File: config.mk
export PLATFORM = sky130hd
export DESIGN_NAME = zero_flag_pipe
export DESIGN_NICKNAME = d
export VERILOG_FILES = /design/src/rtl/zero_flag_pipe.sv
export SDC_FILE = /design/constraint.sdc
export NUM_CORES = 1
export LEC_CHECK = 0
export ABC_AREA = 1
export CELL_PAD_IN_SITES_DETAIL_PLACEMENT = 1
export CELL_PAD_IN_SITES_GLOBAL_PLACEMENT = 1
export CORE_MARGIN = 3
export CORE_UTILIZATION = 21
export CTS_CLUSTER_SIZE = 30
export DETAILED_ROUTE_END_ITERATION = 7
export PLACE_DENSITY = 0.91
export SYNTH_ARGS = -nofsm -noshare
export SYNTH_HDL_FRONTEND = slang
export SYNTH_SLANG_ARGS = --single-unit
File: constraint.sdc
create_clock -name clk -period 1.5 [get_ports clk]
set_input_delay 0.225 -clock clk [delete_from_list [all_inputs] [get_ports clk]]
set_output_delay 0.225 -clock clk [all_outputs]
set_load 0.05 [all_outputs]
File: src/rtl/zero_flag_pipe.sv
// Two-stage zero/negative flag pipeline with an NZCV flag register.
// Stage 1 OR-reduces CHUNK-bit groups; stage 2 NORs the group bits.
module zero_flag_pipe #(
  parameter int WIDTH = 64,
  parameter int CHUNK = 8
) (
  input  logic             clk,
  input  logic             reset,
  input  logic             flush,
  input  logic             in_valid,
  input  logic [WIDTH-1:0] in_data,
  input  logic             in_carry,
  input  logic             in_overflow,
  input  logic             in_set_flags,
  output logic             out_valid,
  output logic             out_zero,
  output logic             out_negative,
  output logic [3:0]       flags
);

  localparam int G = WIDTH / CHUNK;

  logic [G-1:0] grp_d;
  logic [G-1:0] s1_grp;
  logic         s1_valid;
  logic         s1_msb;
  logic         s1_carry;
  logic         s1_ovf;
  logic         s1_set;
  logic         s1_zero;

  always_comb begin
    grp_d = '0;
    for (int g = 0; g < G; g++) begin
      grp_d[g] = |in_data[g*CHUNK +: CHUNK];
    end
  end

  assign s1_zero = ~|s1_grp;

  // Data regs load every cycle; only the valid bits see flush.
  always_ff @(posedge clk) begin
    if (reset) begin
      s1_valid <= 1'b0;
      s1_grp   <= '0;
      s1_msb   <= 1'b0;
      s1_carry <= 1'b0;
      s1_ovf   <= 1'b0;
      s1_set   <= 1'b0;
    end else begin
      s1_valid <= in_valid & ~flush;
      s1_grp   <= grp_d;
      s1_msb   <= in_data[WIDTH-1];
      s1_carry <= in_carry;
      s1_ovf   <= in_overflow;
      s1_set   <= in_set_flags;
    end
  end

  always_ff @(posedge clk) begin
    if (reset) begin
      out_valid    <= 1'b0;
      out_zero     <= 1'b0;
      out_negative <= 1'b0;
    end else begin
      out_valid    <= s1_valid & ~flush;
      out_zero     <= s1_zero;
      out_negative <= s1_msb;
    end
  end

  always_ff @(posedge clk) begin
    if (reset) begin
      flags <= 4'b0000;
    end else if (s1_valid && s1_set && !flush) begin
      flags <= {s1_msb, s1_zero, s1_carry, s1_ovf};
    end
  end

endmodule
# Word-level counts from Yosys, hierarchy flattened
# Index checks and enable logic that the tools add are counted.
[classes] bitwise=3 n_reduce_logical=13
[ops] operator="$reduce_or 8->1" n=9
[ops] operator="$and 1x1->1" n=2
[ops] operator="$logic_and 1x1->1" n=2
[ops] operator="$logic_not 1->1" n=2
[ops] operator="$not 1->1" n=1
[totals] ff_bits=20

# Longest topological paths before layout
[depth] ltp_word=2 mapped_depth=5 depth_no_buf=5

# Worst setup path after synthesis
# Ideal clock, no wire load.
[synth_timing] path_type="reg2reg" start="register flags[2] (netlist name)" end="register flags[2]" setup_ns=0.062 t_arrival_ns=0.836 setup_slack_ns=0.602 stages_incl_launch_ff=3 n_path_buf=0 period_less_slack_ns=0.898 path_cell_list="dfxtp_1 -> o21ai_2 -> nor2_2"
[synth_rtl] element="end signal, assigned" line="76" source="flags <= {s1_msb, s1_zero, s1_carry, s1_ovf};"
[synth_rtl] element="end, declared" line="18" source="output logic [3:0] flags"

# Final worst setup path
[layout_timing] start="register flags[2]" end="output flags[2]"
# No word-level cell between the ends.

==> results.sh <==
export IMPL_power_w=0.00136
export IMPL_min_period_over_period=0.694
export IMPL_rsz0062_at_grt="no"
export IMPL_regArea_sq_um=400
export IMPL_relSlewSlack=0.883
export IMPL_diodes=0
export IMPL_insertion_delay_ns=0.26
export IMPL_use_met2=0.232
export IMPL_drcViolationCount=0
export IMPL_peakVddDrop_v=0.000366
export IMPL_fin_crit_ns=1.04
export IMPL_initial_utilization=0.225
export IMPL_grt_use_met1=0.0915
export IMPL_routed_wl_um=2650
export IMPL_setup_viol=0
export IMPL_hp_class="register to register"
export IMPL_path_buf_inv=1
export IMPL_crit_slowest_cell="dfxtp_1"
export IMPL_nFillCells=469
export IMPL_r2r_end="flags[0]"
export IMPL_areaGrowthSynthToFinish_pct=101
export IMPL_grt_max_degree=13
export IMPL_cts_hold_buf=0
export IMPL_die_x_um=69.7
export IMPL_synth_compound_area_share=0.0323
export IMPL_maxCapViolCount=0
export IMPL_finalNetCount=261
export IMPL_grt_ovfl_total=0
export IMPL_vias=968
export IMPL_ys_async_sr_fraction=0
export IMPL_worst_pin_slew_ns=0.175
export IMPL_syn_area_sq_um=853
export IMPL_intPower_w=0.00110
export IMPL_place_congestion=0.667
export IMPL_boundaryPins=78
export IMPL_crit_path_cell_trace="buf_4"
export IMPL_rows=22
export IMPL_cts_tree="yes"
export IMPL_final_cell_mix="clkdlybuf4s50_1 (70), nor2_1 (51), dfxtp_1 (20)"
export IMPL_post_cts_resized=0
export IMPL_maxSlewViolCount=0
export IMPL_hp_start="s1_msb"
export IMPL_r2r_start="s1_set"
export IMPL_avgSynthCellArea_sq_um=7.83
export IMPL_final_core_util=0.451
export IMPL_required_ns=1.27
export IMPL_cp_end_kind="output port"
export IMPL_portBuffers=77
export IMPL_hpwl_um=2350
export IMPL_worstHoldEndpoint="out_negative"
export IMPL_hold_viol=0
export IMPL_ys_flop_type="dfxtp_1"
export IMPL_cts_sinks=20
export IMPL_synth_seq_cells=20
export IMPL_synth_area_leaders="dfxtp_1 (47%), nor2_1 (22%), and2_4 (6.2%)"
export IMPL_ys_types=17
export IMPL_synth_edf_count=0
export IMPL_synth_top_cell_area_share=0.469
export IMPL_synth_fp_nets=180
export IMPL_synthXorXnorAreaFrac=0
export IMPL_cts_htree_levels=1
export IMPL_synth_fa_ha_area_frac=0
export IMPL_fp_dieH_um=69.7
export IMPL_busiest_layer="met2"
export IMPL_p_sw_frac=0.188
export IMPL_drtAntennaViolNets=0
export IMPL_leakagePower_nw=0.698
export IMPL_multi_input_comb_area_sq_um=390
export IMPL_pwr_share_comb=0.196
export IMPL_wl_per_cell_um=11.2
export IMPL_gr_usage_all_layers=0.109
export IMPL_core_area_sq_um=3800
export IMPL_vias_per_cell=4.08
export IMPL_p_switching_w=0.000255
export IMPL_final_common_cell="clkdlybuf4s50_1"
export IMPL_holdPathStages=2
export IMPL_die_area_sq_um=4860
export IMPL_fmax_mhz=960
export IMPL_cts_reportedPaths_clkPinSlew_ns=0.07
export IMPL_cp_max_fo=2
export IMPL_skew_ns=0.00172
export IMPL_pwr_share_clk=0.391
export IMPL_ys_warn_count=0
export IMPL_postSynthCellCount=109
export IMPL_max_stage_delay_ns=0.35
export IMPL_muxShareOfSynthArea=0
export IMPL_cts_path_max_buffers=2
export IMPL_dr_pass1_iters=2
export IMPL_p_seq_frac=0.414
export IMPL_synth_simple_area_share=0.425
export IMPL_crit_family="flip-flops"
export IMPL_antenna_found_initial=0
export IMPL_grt_pass1_wl_um=4240
export IMPL_worstSetupPathType="register to output port"
export IMPL_start_kind="register"
export IMPL_grt_pass1_vias=1046
export IMPL_finalSetupTns_ns=0
export IMPL_ys_seq_area_frac=0.469
export IMPL_ff2ff_path_depth=4
export IMPL_numCtsBuffers=3
export IMPL_drive_gt1_frac=0.143
export IMPL_post_cts_setup_buffer_count=0
export IMPL_drt_iter0_drc=12
export IMPL_cts_root_buffer="clkbuf_8"
export IMPL_rrSetupSlack_ns=0.67
export IMPL_outcome="finished clean"
export IMPL_use_met3=0.0217
export IMPL_synth_top_family_by_area="simple AND/OR/NAND/NOR gates"
export IMPL_yosysTopAreaCell="dfxtp_1"
export IMPL_power_density_nw_per_um2=792
export IMPL_arrival_ns=0.82
cell families after synthesis:
| kind of cell | after synthesis |
|---|---|
| AND/OR/NAND/NOR | 76 |
| AO/OA/AOI/OAI | 4 |
| flip-flops | 20 |
| buffers and inverters | 9 |
cell type report:
type | count | area share
Clock buffer | 3 | 0.0241
Clock inverter | 1 | 0.0175
Inverter | 7 | 0.0182
Multi-Input combinational cell | 80 | 0.228
Sequential cell | 20 | 0.234
Tap cell | 48 | 0.0350
Timing Repair Buffer | 78 | 0.444
synthesized netlist by cell type (2+ instances only):
library cell and n:
nand2_1 4, nand4_1 8, o21ai_2 2, and2_4 6, dfxtp_1 20, o21ai_1 2
inv_1 6, and2_2 2, nor2_1 51
registers in the layout (all words and copies together), names as in the netlist:
register / flops
s1_grp: 8
flags: 4
out_negative: 1
out_valid: 1
out_zero: 1
s1_carry: 1
s1_msb: 1
s1_ovf: 1
s1_set: 1
s1_valid: 1
power by group through the flow:
stage | Combinational (W) | Clock, W | Sequential [W]
2_1_floorplan | 0.0000672 | 0 | 0.000582
3_3_place_gp | 0.000261 | 0 | 0.000573
3_5_place_dp | 0.000269 | 0 | 0.000574
4_1_cts | 0.000270 | 0.000544 | 0.000562
5_1_grt | 0.000290 | 0.000560 | 0.000563
6_report | 0.000266 | 0.000530 | 0.000562
worst max-delay path by stage:
stage / end / start / cells after the start
floorplan: flags[2] / flags[2] / 2
detailed placement: flags[1] / flush / 5
global placement: flags[2] / flush / 5
global route: flags[1] / flush / 5
CTS: flags[2] / flags[2] / 1
finish: flags[2] / flags[2] / 1
stage by stage:
| stage | worst slack (ns) | instance area [sq um] | std cells | hold WS [ns] |
|---|---|---|---|---|
| 2_1_floorplan | 0.602 | 853 | 109 | 0.332 |
| 3_3_place_gp | 0.295 | 1640 | 233 | 0.443 |
| 3_5_place_dp | 0.273 | 1640 | 233 | 0.452 |
| 4_1_cts | 0.447 | 1710 | 237 | 0.467 |
| 5_1_grt | 0.411 | 1710 | 237 | 0.490 |
| 6_report | 0.459 | 1710 | 237 | 0.463 |
routing by layer:
metal  part of all wire  vias up
met3              0.064        4
met1               0.31      428
met5                  0        -
met4              0.022        0
li1                   -      499
met2               0.61       37
No activity file was read; power rests on OpenSTA's default activity.
